`config.mk`:
```
export PLATFORM = sky130hd
export DESIGN_NAME = rr_mux_reg
export DESIGN_NICKNAME = d
export VERILOG_FILES = /design/src/rtl/rr_mux_pkg.sv /design/src/rtl/rr_pick.sv /design/src/rtl/rr_mux_reg.sv
export SDC_FILE = /design/constraint.sdc
export NUM_CORES = 1
export LEC_CHECK = 0
export CAP_MARGIN = 10
export CORE_MARGIN = 2
export CORE_UTILIZATION = 56
export CTS_BUF_LIST = sky130_fd_sc_hd__clkbuf_4 sky130_fd_sc_hd__clkbuf_8
export CTS_CLUSTER_DIAMETER = 40
export CTS_CLUSTER_SIZE = 25
export DETAILED_ROUTE_END_ITERATION = 10
export DONT_BUFFER_PORTS = 1
export PLACE_DENSITY = 0.71
export REMOVE_ABC_BUFFERS = 1
export SLEW_MARGIN = 20
export SYNTH_ARGS = -nofsm -noshare
export SYNTH_HDL_FRONTEND = slang
export SYNTH_HIERARCHICAL = 1
export SYNTH_SLANG_ARGS = --single-unit
```
`constraint.sdc`:
```
create_clock -name clk_i -period 7.5 [get_ports clk_i]
set_clock_uncertainty 0.1 [all_clocks]
set_input_delay 1.125 -clock clk_i [delete_from_list [all_inputs] [get_ports clk_i]]
set_output_delay 1.125 -clock clk_i [all_outputs]
set_load 0.01 [all_outputs]
```
`src/rtl/rr_mux_pkg.sv`:
```
// ---------------------------------------------------------------------------
// rr_mux_pkg: shared constants and helpers for rr_mux_reg / rr_pick. Rev 1.0
// ---------------------------------------------------------------------------
`default_nettype none

package rr_mux_pkg;

  // Reset values; wide enough for any practical WIDTH/SELW and cast down at use.
  localparam logic [63:0] DATA_RST = 64'h0;
  localparam logic [31:0] SEL_RST  = 32'h0;

  function automatic int clog2(input int value);
    int res;
    int v;
    res = 0;
    v   = value - 1;
    while (v > 0) begin
      res = res + 1;
      v   = v >> 1;
    end
    return res;
  endfunction

  // LSB position of channel k inside a flattened N*width bus.
  function automatic int chan_lsb(input int k, input int width);
    return k * width;
  endfunction

endpackage

`default_nettype wire

```
`src/rtl/rr_pick.sv`:
```
// ---------------------------------------------------------------------------
// rr_pick: combinational round-robin picker, first valid at/after ptr (wrapping). Rev 1.0
// ---------------------------------------------------------------------------
`default_nettype none

module rr_pick
  import rr_mux_pkg::*;
#(
  parameter int N    = 4,
  parameter int SELW = clog2(N)
) (
  input  logic [N-1:0]    valid,
  input  logic [SELW-1:0] ptr,
  input  logic            force_en,
  input  logic [SELW-1:0] force_ch,
  output logic [SELW-1:0] g,
  output logic            any
);

  int idx;

  always_comb begin
    g   = ptr;
    any = 1'b0;
    idx = 0;
    if (force_en) begin
      g   = force_ch;
      any = valid[force_ch];
    end else begin
      any = |valid;
      // Walk offsets high to low so the smallest offset from ptr wins.
      for (int i = N - 1; i >= 0; i--) begin
        idx = int'(ptr) + i;
        if (idx >= N) idx = idx - N;
        if (valid[idx]) g = SELW'(idx);
      end
    end
  end

endmodule

`default_nettype wire

```
`src/rtl/rr_mux_reg.sv`:
```
// ---------------------------------------------------------------------------
// rr_mux_reg: N-channel round-robin mux with registered valid/ready output;
// define RR_MUX_HOLD_EN to lock the grant on a source until its last beat. Rev 1.0
// ---------------------------------------------------------------------------
`default_nettype none

module rr_mux_reg
  import rr_mux_pkg::*;
#(
  parameter int WIDTH = 32,
  parameter int N     = 4,
  parameter int SELW  = clog2(N)
) (
  input  logic               clk_i,
  input  logic               rst_i,
  input  logic [N-1:0]       valid_i,
  input  logic [N*WIDTH-1:0] data_i,
  input  logic [N-1:0]       last_i,
  output logic [N-1:0]       ready_o,
  output logic               valid_o,
  output logic [WIDTH-1:0]   data_o,
  output logic [SELW-1:0]    sel_o,
  output logic               last_o,
  input  logic               ready_i
);

  logic             ld;
  logic             any;
  logic [SELW-1:0]  g;
  logic [SELW-1:0]  ptr;
  logic             force_en;
  logic [SELW-1:0]  force_ch;
  logic [WIDTH-1:0] chan_data [N];

  assign ld = !valid_o || ready_i;

  for (genvar k = 0; k < N; k++) begin : g_chan
    assign chan_data[k] = data_i[chan_lsb(k, WIDTH) +: WIDTH];
    assign ready_o[k]   = ld && any && (g == SELW'(k));
  end

`ifdef RR_MUX_HOLD_EN
  logic            lock_vld;
  logic [SELW-1:0] lock_ch;

  assign force_en = lock_vld;
  assign force_ch = lock_ch;

  always_ff @(posedge clk_i or negedge rst_i) begin
    if (!rst_i) begin
      lock_vld <= 1'b0;
      lock_ch  <= SELW'(SEL_RST);
    end else if (ld && any) begin
      // While locked g is already lock_ch, so a last beat here ends the packet.
      if (last_i[g]) begin
        lock_vld <= 1'b0;
      end else begin
        lock_vld <= 1'b1;
        lock_ch  <= g;
      end
    end
  end
`else
  assign force_en = 1'b0;
  assign force_ch = '0;
`endif

  rr_pick #(
    .N    (N),
    .SELW (SELW)
  ) u_pick (
    .valid    (valid_i),
    .ptr      (ptr),
    .force_en (force_en),
    .force_ch (force_ch),
    .g        (g),
    .any      (any)
  );

  always_ff @(posedge clk_i or negedge rst_i) begin
    if (!rst_i) begin
      valid_o <= 1'b0;
      data_o  <= WIDTH'(DATA_RST);
      sel_o   <= SELW'(SEL_RST);
      last_o  <= 1'b0;
      ptr     <= '0;
    end else if (ld) begin
      if (any) begin
        valid_o <= 1'b1;
        data_o  <= chan_data[g];
        sel_o   <= g;
        last_o  <= last_i[g];
        ptr     <= (g == SELW'(N - 1)) ? '0 : g + 1'b1;
      end else begin
        valid_o <= 1'b0;
      end
    end
  end

endmodule

`default_nettype wire

```
# --- Yosys cells after proc, flatten, opt, wreduce, memory -nomap -nowiden ---
# Cells that the tools add are included.
word_totals:
  reg_bits: 38
  word_cells: 64
  out_inout_bits: 40
classes:
  n_addsub: 8
  n_bitwise: 1
  n_eq_ne: 3
  n_reduce_logical: 10
  n_lt_le_gt_ge: 10
  n_mux: 27
op_table:
  columns: ["operator", "count"]
  rows:
  - ["$mux W32", 6]
  - ["$lt A32 B4 Y1 const B", 4]
  - ["$ge A32 B4 Y1 const B", 3]
  - ["$sub A32 B4 Y32 const B", 3]
  - ["$bmux W32 S2", 1]
  - ["$bmux W1 S2", 5]
  - ["$mux W1", 10]
  - ["$mux W2", 5]
  - ["$add A2 B2 Y3 const B", 2]
  - ["$logic_and A1 B1 Y1", 5]
  - ["$eq A2 B2 Y1 const B", 2]
  - ["$reduce_or A4 Y1", 1]
  - ["$sub A2 B3 Y4 const B", 1]
  - ["$add A2 B1 Y3 const B", 1]
  - ["$ge A2 B3 Y1 const B", 1]
  - ["$ge A3 B3 Y1 const B", 1]
  - ["$lt A2 B3 Y1 const B", 1]
  - ["$not A2 Y3", 1]
  - ["$add A2 B1 Y2 const B", 1]
  - ["$eq A2 B1 Y1 const B", 1]
  - ["$logic_not A2 Y1", 1]
  - ["$reduce_and A2 Y1", 1]
  - ["$logic_not A1 Y1", 1]
  - ["$logic_or A1 B1 Y1", 1]

# --- Longest topological paths before layout ---
# Gate-level depths: netlist (run 1).
logic_depth:
  word_depth: 14
  mapped_depth: 9
  mapped_depth_nobuf: 7

# --- Cells and area by module ---
# The synthesis (run 1) kept the hierarchy.
by_module_without_submodules:
  columns: ["mod", "seq_area_each_um2", "n_inst", "cells_each", "area_each_um2"]
  rows:
  - ["rr_mux_reg", 950.9, 1, 136, 2463.6]
  - ["rr_pick", 0.0, 1, 26, 148.9]

# --- Worst setup path before layout (run 1) ---
# No wires, ideal clock.
synth_timing:
  path_type: "input-to-output"
  from: "in valid_i[2]"
  to: "out ready_o[0]"
  arrival_ps: 2845
  path_slack_ps: 3430
  n_path_buf: 2
  stages: 9
  required_time_ps: 6275
  path_cell_list: "or2b_1 -> a21oi_1 -> nor3_1 -> o31ai_1 -> buf_2 -> buf_1 -> inv_1 -> ha_1 -> and3_1"
synth_via:
  elab_chain_cells: 9
  elab_cells_between_ends: 20
  cone_classes: "mux (16); reduce/logical (4)"
synth_lines:
  columns: ["element", "line", "source"]
  rows:
  - ["start, declared", "rr_mux_reg.sv:16", "input logic [N-1:0] valid_i,"]
  - ["$bmux W1 S2", "rr_pick.sv:35", "if (valid[idx]) g = SELW'(idx);"]
  - ["$mux W1 (implied by the code) (2 in series)", "rr_pick.sv:35", null]
  - ["$mux W2 (3 in series)", "rr_pick.sv:35", null]
  - ["$mux W2 (*)", "rr_pick.sv:35", null]
  - ["via g[1]", "rr_mux_reg.sv:29", "logic [SELW-1:0] g;"]
  - ["$logic_not A2 Y1 (*)", "rr_mux_reg.sv:39", "assign ready_o[k] = ld && any && (g == SELW'(k));"]
  - ["$logic_and A1 B1 Y1 (*)", "rr_mux_reg.sv:39", null]
  - ["end, declared", "rr_mux_reg.sv:19", "output logic [N-1:0] ready_o,"]
# The timed path passes the listed nets; every way through them passes the cells marked *. The select of a mux whose other input is x is not followed.

# --- Worst setup path in the final report (run 1) ---
# Same ends and word-level chain as after synthesis.

==> results.md, run 1 <==
* Vias after detailed routing at 1,497
* Ranking of synthesized cells by area: dfrtp_1, mux4_2, mux2_4
* Crit path cell chain: nor2b_1, o21bai_1, a221o_1, o21ai_4, inv_1, ha_1, and3_1
* FF-to-FF End: last_o
* CTS H-tree depth at 2
* Seq/Total Area, Yosys at 0.364
* GR Util All Layers at 0.235
* Syn Area/Cell at 16.1 um2
* Die height at 72.3 um
* Area growth syn-to-layout at 5.51%
* Synth unique cells at 31
* CP Data Required Time at 6270 ps
* Synth top cells by count: dfrtp_1, mux4_2, mux2_4, mux2_2
* Period utilization at 0.560
* Area leader, netlist: dfrtp_1
* CP Data Arrival Time at 2980 ps
* Final min period at 4200 ps
* Post-Syn Instances at 162
* Top-count cell post-synth: dfrtp_1
* Gpl congestion at 0.853
* GRT Residual Overflow at 0
* Clk sink count at 38
* CP max stage cell: o21ai_4
* Crit Path Class: in -> out
* Critical path startpoint category: input port
* Final wirelength at 6080 um
* Total die area at 5230 um2
* CP max stage delay at 590 ps
* First-pass detailed-route iteration total at 4
* Number of antenna violations at the first check in global routing at 0
* Worst rel slew slack at 0.260
* Hold Vio Cnt, Final at 0
* Starting Density at 0.592
* Post-synth top flop: dfrtp_1
* Vias per inst at 6.68
* CTS Buf Count at 5
* Final Slew Violations at 0
* Number of global-route vias before repair at 1,675
* Synth Register Bits at 38
* Clock Tree Root: clkbuf_8
* Post-synth EDFFs at 0
* Synth Warn # at 6
* Worst r2r path cells at 7
* Ratio of cells with drive above 1 in the final layout at 0.448
* RSZ-0062 raised after global routing: no
* Flop2flop setup slack at 4340 ps
* Global-route wire length before repair at 9080 um
* Hold_ws at 430 ps
* Fmax at 0.238 GHz
* Crit. End Element: primary output
* Die W at 72.3 um
* Insertion delay to the later sink of the worst-skew pair at 270 ps
* Hold Path Class: in -> async
* Hold Buf Count CTS at 0
* Final setup fails at 0
* DRT antenna net count at 0
* Tot Pwr at 0.000855 W
* Reg clk slew, reported paths at 80 ps
* Final Cell Area at 2760 um2
* Layout Nets at 315
* Setup TNS at 0 ps
* Ys async rst share at 1.00
* Avg WL per Cell at 27.1 um
* DR iter-0 viols at 79
* Worst-case clock buffer depth at 2
* RR Startpoint: ptr[0]
* Post-Syn Area at 2610 um2
* Ant diodes at 0
* Dpl cell area at 2640 um2
* PwrDens at 310 nW/um2
* Post-synth top area share at 0.364
* Static leakage at 1.16 nW
* CTS tree: built
* Drc violations at 0
* Row count at 24
* CP startpoint: valid_i[2]
* Post-cts sizing count at 0
* Max-cap violations at 0
* CP endpoint: ready_o[0]
* Peak VDD IR at 0.166 mV
* Dpl hpwl at 4760 um
* Post-CTS setup buffers at 0
* Largest net degree at the start of global routing at 39
* IO Count at 179
* Worst-path fanout max at 18
* Core ar. at 4410 um2
* Filler cells at 322
* Port Buffer Count at 0
* Slew @ Worst Pin at 1110 ps
* Status: finished clean
metrics by stage:
step	util	setup slack, ps	instances
after global routing	0.624	3100	224
after global placement	0.599	3390	217
after detailed placement	0.599	3240	217
after floorplan	-	1420	163
after CTS	0.624	3270	224
final	0.624	3300	224
where the power goes:
group          internal (W)  switching [W]
registers          0.000285       0.000101
logic              0.000190       0.000104
clock network      0.000106      0.0000680
flip-flops by register name, indices dropped and copies added, names as in the netlist:
name and cells:
sel_o 2, valid_o 1, data_o 32, ptr 2, last_o 1
placed cells by master (no fill, tap or decap), types with 2 or more instances in the layout:
master / n
nand2b_1: 3
and3_1: 4
mux4_1: 5
nand2_1: 4
clkbuf_8: 6
o21bai_1: 2
nor2_1: 3
mux4_2: 28
a21oi_1: 3
mux2_2: 10
buf_4: 2
dfrtp_1: 38
o21ai_0: 3
inv_1: 5
ha_1: 4
conb_1: 14
mux2_4: 27
per-layer routing:
layer  part of all wire  up-vias  GRT usage
li1                   -      645          -
met1               0.34      740      0.254
met3               0.11       13     0.0903
met4              0.017        0     0.0776
met5                  0        -          0
met2               0.54       99      0.420
worst min path at each step:
stage,from,end,slack [ps],depth (start not counted)
final,rst_i,data_o[11],430,0
after global routing,rst_i,data_o[10],410,0
after CTS,rst_i,data_o[0],420,0
after detailed placement,ptr[0],ptr[0],440,1
after global placement,ptr[0],ptr[0],440,1
after floorplan,ptr[0],ptr[0],400,1
logic make-up (layout without fill, tap and decap cells):
family,after synthesis,count (layout),synth area share
mux,70,70,0.490
compound gates,14,14,0.0359
buf+inv,17,14,0.0532
fa+ha+maj,4,4,0.0192
flops,38,38,0.364
simple gates,18,18,0.0364
other cells,1,14,0.00144
area by class of cell:
type                    count  area, um2  share of cell area
clock inverters             1       30.0              0.0109
multi-input cells         120       1590               0.578
repair buffers              2       15.0             0.00545
well taps                  52       65.1              0.0236
inverters                   5       18.8             0.00681
clock buffers               6       82.6              0.0300
flip-flops and latches     38        951               0.345
worst max-delay path: cells and delay by family:
kind | cells | cell delay, ps
AOI/OAI and AO/OA | 3 | 1140
and+or+nand+nor | 2 | 320
adders and majority gates | 1 | 230
buffers and inverters | 1 | 160
Note: power is estimated with default switching activity, not from simulation.
==> inputs of run 2 (changes only) <==
--- a/config.mk
+++ b/config.mk
@@ -13,7 +13,7 @@
 export CTS_CLUSTER_SIZE = 25
 export DETAILED_ROUTE_END_ITERATION = 10
 export DONT_BUFFER_PORTS = 1
-export PLACE_DENSITY = 0.71
+export PLACE_DENSITY = 0.74
 export REMOVE_ABC_BUFFERS = 1
 export SLEW_MARGIN = 20
 export SYNTH_ARGS = -nofsm -noshare
==> constraint.sdc (replaced) <==
create_clock -name clk_i -period 3.8 [get_ports clk_i]
set_clock_uncertainty 0.1 [all_clocks]
set_input_delay 0.57 -clock clk_i [delete_from_list [all_inputs] [get_ports clk_i]]
set_output_delay 0.57 -clock clk_i [all_outputs]
set_load 0.01 [all_outputs]
==> run 2 against run 1 <==
First-iteration DRC count shrank 54%. Sequential power grew 98%. Core utilization grew 0.23 points. Critical path type is now reg -> out. Critical endpoint unchanged. Largest power group unchanged.
==> results.md, run 2 (synthesis gave the netlist of run 1 again) <==
* Top flop regs: data_o (32), ptr (2), sel_o (2)
* Number of antenna violations at the first check in global routing at 0 (unchanged)
* Vias per inst at 6.69 (+0.13%)
* Final setup fails at 0 (unchanged)
* Reg clk slew, reported paths at 80 ps (about the same)
* Global-route wire length before repair at 8460 um (-6.8%)
* Starting Density at 0.592 (unchanged)
* CTS tree: built
* Setup TNS at 0 ps (unchanged)
* CTS H-tree depth at 2 (unchanged)
* Port Buffer Count at 0 (unchanged)
* Area occupied by multi-input gates at 1590 um2 (unchanged)
* Clk sink count at 38 (unchanged)
* Filler cells at 325 (+0.93%)
* Core ar. at 4410 um2 (unchanged)
* DP Worst Slack at 672 ps (-2570 ps)
* Layout Nets at 317 (+0.63%)
* Slew @ Worst Pin at 1100 ps (-10.6 ps)
* Register area at 951 um2 (unchanged)
* First-pass detailed-route iteration total at 4 (unchanged)
* Post-CTS setup buffers at 0 (unchanged)
* Fmax at 0.326 GHz
* Crit path cell chain: or2b_1, a21oi_1, nor3_1, o31ai_4, buf_4, inv_1, ha_1, and3_1
* Hold Path Class: in -> async
* Setup ws final at 733 ps (-2570 ps)
* Crit. End Element: primary output
* Max reg flops at 32 (unchanged)
* CP Data Arrival Time at 2400 ps (-580 ps)
* Area growth syn-to-layout at 5.89%
* Max-cap violations at 0 (unchanged)
* RSZ-0062 raised after global routing: no
* DR iter-0 viols at 36 (-54%)
* Worst r2r path cells at 7 (unchanged)
* Total die area at 5230 um2 (unchanged)
* Worst rel slew slack at 0.267 (+0.00704)
* Crit Path Class: reg -> out
* Peak VDD IR at 0.274 mV (+65%)
* Non-filler cells, final at 227 (+1.3%)
* Status: finished clean
* Hold Vio Cnt, Final at 0 (unchanged)
* Static leakage at 1.17 nW (+0.75%)
* Largest net degree at the start of global routing at 39 (unchanged)
* Commonest non-fill, non-tap cell in the layout: dfrtp_1
* Worst Path Buf+Inv at 2 (+1)
* Flop2flop setup slack at 990 ps (-3350 ps)
* Die W at 72.3 um (unchanged)
* Number of global-route vias before repair at 1,662 (-0.78%)
* Largest Register: data_o
* DRT antenna net count at 0 (unchanged)
* Critical path startpoint category: register
* Worst-path fanout max at 37 (+19)
* Insertion delay to the later sink of the worst-skew pair at 280 ps (about the same)
* CP delay by family, top: simple AND/OR/NAND/NOR gates
* Gpl congestion at 0.863 (+1.2%)
* PwrDens at 596 nW/um2 (+92%)
* Worst-case clock buffer depth at 2 (unchanged)
* Placed Cells incl. Taps at 218 (+0.46%)
* Die height at 72.3 um (unchanged)
* Clock Tree Root: clkbuf_8
* Period utilization at 0.807
* Row count at 24 (unchanged)
* RR Startpoint: ptr[0]
* Most frequent cells in the layout: dfrtp_1, mux4_2, mux2_4
* Ratio of cells with drive above 1 in the final layout at 0.457 (+0.00947)
* GR Util All Layers at 0.219 (-0.0159)
* Final Slew Violations at 0 (unchanged)
* IO Count at 179 (unchanged)
* Post-cts sizing count at 0 (unchanged)
* CP max stage delay at 440 ps (-150 ps)
* Drc violations at 0 (unchanged)
* Avg WL per Cell at 25.7 um (-5.1%)
* CP Data Required Time at 3130 ps (-3140 ps)
* Final wirelength at 5840 um (-3.9%)
* Ant diodes at 0 (unchanged)
* CTS Buf Count at 5 (unchanged)
* CP max stage cell: dfrtp_1
* FF-to-FF End: data_o[24]
* GRT Residual Overflow at 0 (unchanged)
* Final min period at 3070 ps
* Vias after detailed routing at 1,519 (+1.5%)
* Dpl hpwl at 4610 um (-3.1%)
run 2: cell types whose count changed in the layout (fill, tap and decap cells not counted):
cell / before / now
buf_4: 2 / 3
buf_12: 0 / 1
bufinv_16: 1 / 0
clkinv_2: 0 / 1
clkbuf_4: 0 / 1
run 2: worst max-delay path by stage:
stage | from | end | slack [ps] | cells after the start
2_1_floorplan | valid_i[2] | ready_o[1] | -1170 | 7
3_3_place_gp | valid_i[2] | data_o[24] | 780 | 7
3_5_place_dp | valid_i[2] | data_o[31] | 670 | 7
4_1_cts | ptr[1] | ready_o[0] | 690 | 8
5_1_grt | ptr[1] | ready_o[1] | 580 | 8
6_report | ptr[1] | ready_o[0] | 730 | 8
run 2: layout make-up:
class	instances	share of cell area
clock buffer	7	0.0326
clock inverter	1	0.00181
inverter	5	0.00678
multi-input combinational	120	0.576
sequential	38	0.344
tap	52	0.0235
timing repair buffer	4	0.0154
run 2: report_power, final:
part	switching [W]	total, W	leakage, nW	internal [W]
Sequential	0.000202	0.000765	0.442	0.000562
Clock	0.000134	0.000287	0.0517	0.000153
Combinational	0.000214	0.000596	0.679	0.000382
run 2: worst register-to-register path: cells and delay by family (launching register included):
| family | cells | cell delay (ps) |
|---|---|---|
| buffers and inverters | 1 | 370 |
| and+or+nand+nor | 1 | 70 |
| AOI/OAI and AO/OA | 3 | 950 |
| DFF | 1 | 370 |
| muxes | 2 | 840 |
run 2: layer usage:
| layer | track usage | wire [um] |
|---|---|---|
| met1 | 0.248 | 1910 |
| met2 | 0.385 | 3140 |
| met3 | 0.0694 | 652 |
| met4 | 0.0818 | 142 |
| met5 | 0 | 0 |
run 2: per-stage QoR:
stage               instance area, um2  hold slack [ps]  utilization  total power (W)
floorplan                         2540              174            -          0.00124
global placement                  2650              175        0.601          0.00133
detailed placement                2650              175        0.601          0.00137
CTS                               2770             14.9        0.627          0.00167
global route                      2770             14.4        0.627          0.00174
finish                            2770             15.5        0.627          0.00165
run 2: timing repair:
action / CTS / global route
endpoints found under the setup margin: 0 / 0
hold buffers: 1 / 0
endpoints found under the hold margin: 38 / 0
==> inputs of run 3 (changes only) <==
--- a/config.mk
+++ b/config.mk
@@ -13,7 +13,7 @@
 export CTS_CLUSTER_SIZE = 25
 export DETAILED_ROUTE_END_ITERATION = 10
 export DONT_BUFFER_PORTS = 1
-export PLACE_DENSITY = 0.74
+export PLACE_DENSITY = 0.71
 export REMOVE_ABC_BUFFERS = 1
 export SLEW_MARGIN = 20
 export SYNTH_ARGS = -nofsm -noshare
==> constraint.sdc (replaced) <==
create_clock -name clk_i -period 3.1 [get_ports clk_i]
set_clock_uncertainty 0.1 [all_clocks]
set_input_delay 0.465 -clock clk_i [delete_from_list [all_inputs] [get_ports clk_i]]
set_output_delay 0.465 -clock clk_i [all_outputs]
set_load 0.01 [all_outputs]
==> run 3 against run 2 <==
Sequential power is 23% higher. Register-to-register slack worse by 480 ps. Sequential share of layout area fell by 0.77 points. Routed wire length increased by 7.3%. Core utilization rose by 1.4 points. Critical endpoint is now ready_o[1]. Largest cell class unchanged.
==> results.md, run 3 (synthesis gave the netlist of run 1 again) <==
* Placed Cells incl. Taps at 221 (+1.4%)
* CP max stage cell: dfrtp_1
* Max-cap violations at 0 (unchanged)
* Crit path cell chain: or2b_1, a21oi_1, nor3_1, o31ai_4, buf_4, inv_1, ha_1, and3_1
* Ant diodes at 0 (unchanged)
* Vias per inst at 6.82 (+1.9%)
* Post-cts sizing count at 0 (unchanged)
* Clk sink count at 38 (unchanged)
* DRT antenna net count at 0 (unchanged)
* GR Util All Layers at 0.237 (+0.0187)
* Fmax at 0.348 GHz
* Reg clk slew, reported paths at 70 ps (about the same)
* Global-route wire length before repair at 9150 um (+8.2%)
* Filler cells at 319 (-1.8%)
* Critical path startpoint category: register
* Met3 global-route usage at 0.0972 (+0.0278)
* Ratio of cells with drive above 1 in the final layout at 0.464 (+0.00654)
* Avg WL per Cell at 27.1 um (+5.5%)
* Area growth syn-to-layout at 8.33%
* Crit Path Class: reg -> out
* Busiest grt layer: met2
* PwrDens at 749 nW/um2 (+26%)
* FF-to-FF End: data_o[7]
* Die height at 72.3 um (unchanged)
* Worst-path fanout max at 19 (-49%)
* Number of global-route vias before repair at 1,747 (+5.1%)
* Starting Density at 0.592 (unchanged)
* Static leakage at 1.20 nW (+2.6%)
* Slew @ Worst Pin at 719 ps (-381 ps)
* GR Layer Usage met1 at 0.245 (-0.00356)
* Clock Tree Root: clkbuf_8
* Largest net degree at the start of global routing at 39 (unchanged)
* Drc violations at 0 (unchanged)
* Row count at 24 (unchanged)
* Post-CTS setup buffers at 0 (unchanged)
* Vias after detailed routing at 1,575 (+3.7%)
* Period utilization at 0.927
* Worst-case clock buffer depth at 2 (unchanged)
* Worst rel slew slack at 0.521 (+0.254)
* RR Startpoint: ptr[0]
* Final Slew Violations at 0 (unchanged)
* Crit. End Element: primary output
* Tot Pwr at 0.00212 W (+29%)
* Final setup fails at 0 (unchanged)
* Commonest non-fill, non-tap cell in the layout: dfrtp_1
* Peak VDD IR at 0.409 mV (+50%)
* CTS Buf Count at 5 (unchanged)
* Most frequent cells in the layout: dfrtp_1, mux4_2, mux2_4
* CP startpoint: ptr[1]
* Final wirelength at 6270 um (+7.3%)
* Setup TNS at 0 ps (unchanged)
* Total die area at 5230 um2 (unchanged)
* Number of antenna violations at the first check in global routing at 0 (unchanged)
* CTS H-tree depth at 2 (unchanged)
* Non-filler cells, final at 231 (+1.8%)
* IO Count at 179 (unchanged)
* Final Cell Area at 2830 um2 (+2.3%)
* Dpl cell area at 2690 um2 (+1.3%)
* Layout Nets at 321 (+1.3%)
* Insertion delay to the later sink of the worst-skew pair at 280 ps (about the same)
* Final min period at 2870 ps
* Worst Hold Launch: ready_i
* Largest Register: data_o
* Status: finished clean
* Flop2flop setup slack at 510 ps (-480 ps)
* Top flop regs: data_o (32), ptr (2), sel_o (2)
* Hold Vio Cnt, Final at 0 (unchanged)
* DR iter-0 viols at 44 (+22%)
* Worst r2r path cells at 7 (unchanged)
* Die W at 72.3 um (unchanged)
* Max reg flops at 32 (unchanged)
* Core ar. at 4410 um2 (unchanged)
* Port Buffer Count at 0 (unchanged)
* Dpl hpwl at 4980 um (+7.9%)
* First-pass detailed-route iteration total at 4 (unchanged)
* CTS tree: built
* Gpl congestion at 0.721 (-17%)
* CP endpoint: ready_o[1]
* RSZ-0062 raised after global routing: no
* Final core utilization at 0.641 (+0.0145)
* GRT Residual Overflow at 0 (unchanged)
* CP max stage delay at 440 ps (about the same)
* Hold Path Class: in -> reg
* Met2 Use GR at 0.438 (+0.0530)
* CP Data Arrival Time at 2310 ps (-90 ps)
* CP Data Required Time at 2530 ps (-600 ps)
-- run 3: changes by cell type in the layout (fill, tap and decap cells not counted), sizes merged --
cell / change
buf: +3
bufinv: +1
clkinv: -1
dlygate4sd3: +1
-- run 3: final cells by class --
| class | instances | area [um2] | share of cell area |
|---|---|---|---|
| clock buffer | 7 | 83.8 | 0.0296 |
| sequential | 38 | 951 | 0.336 |
| tap | 52 | 65.1 | 0.0230 |
| inverter | 5 | 18.8 | 0.00663 |
| multi-input combinational | 120 | 1590 | 0.563 |
| timing repair buffer | 8 | 87.6 | 0.0309 |
| clock inverter | 1 | 30.0 | 0.0106 |
-- run 3: timing repair --
| action | CTS | global route |
|---|---|---|
| setup endpoints to repair | 0 | 0 |
| hold buffers | 2 | 0 |
| hold endpoints to repair | 38 | 0 |
-- run 3: worst min path at each step --
stage / slack (ps) / end / cells past startpoint
6_report: 390 / valid_o / 2
5_1_grt: 420 / data_o[8] / 2
4_1_cts: 380 / valid_o / 2
3_5_place_dp: 70 / ptr[1] / 0
3_3_place_gp: 70 / ptr[1] / 0
2_1_floorplan: 70 / data_o[0] / 0
-- run 3: power by group --
group / leakage, nW / total [W] / internal (W) / switching [W]
Combinational: 0.702 / 0.000754 / 0.000480 / 0.000274
Sequential: 0.442 / 0.000941 / 0.000689 / 0.000252
Clock: 0.0593 / 0.000424 / 0.000258 / 0.000165
-- run 3: per-stage QoR --
| stage | setup slack, ps | hold slack [ps] |
|---|---|---|
| after floorplan | -1660 | 69.4 |
| after global placement | 480 | 70.1 |
| after detailed placement | 349 | 70.1 |
| after CTS | 206 | 380 |
| after global routing | 110 | 422 |
| final | 228 | 387 |
-- run 3: per-layer routing --
metal | share of wire | vias to the layer above | routed length (um)
met5 | 0 | - | 0
met4 | 0.017 | 0 | 104
li1 | - | 657 | -
met3 | 0.11 | 12 | 659
met2 | 0.55 | 103 | 3460
met1 | 0.33 | 803 | 2050
-- run 3: critical path: cells and delay by family (launching register included) --
family | cells | cell delay [ps]
compound gates | 2 | 410
fa+ha+maj | 1 | 190
buf+inv | 2 | 420
flops | 1 | 440
simple gates | 3 | 560
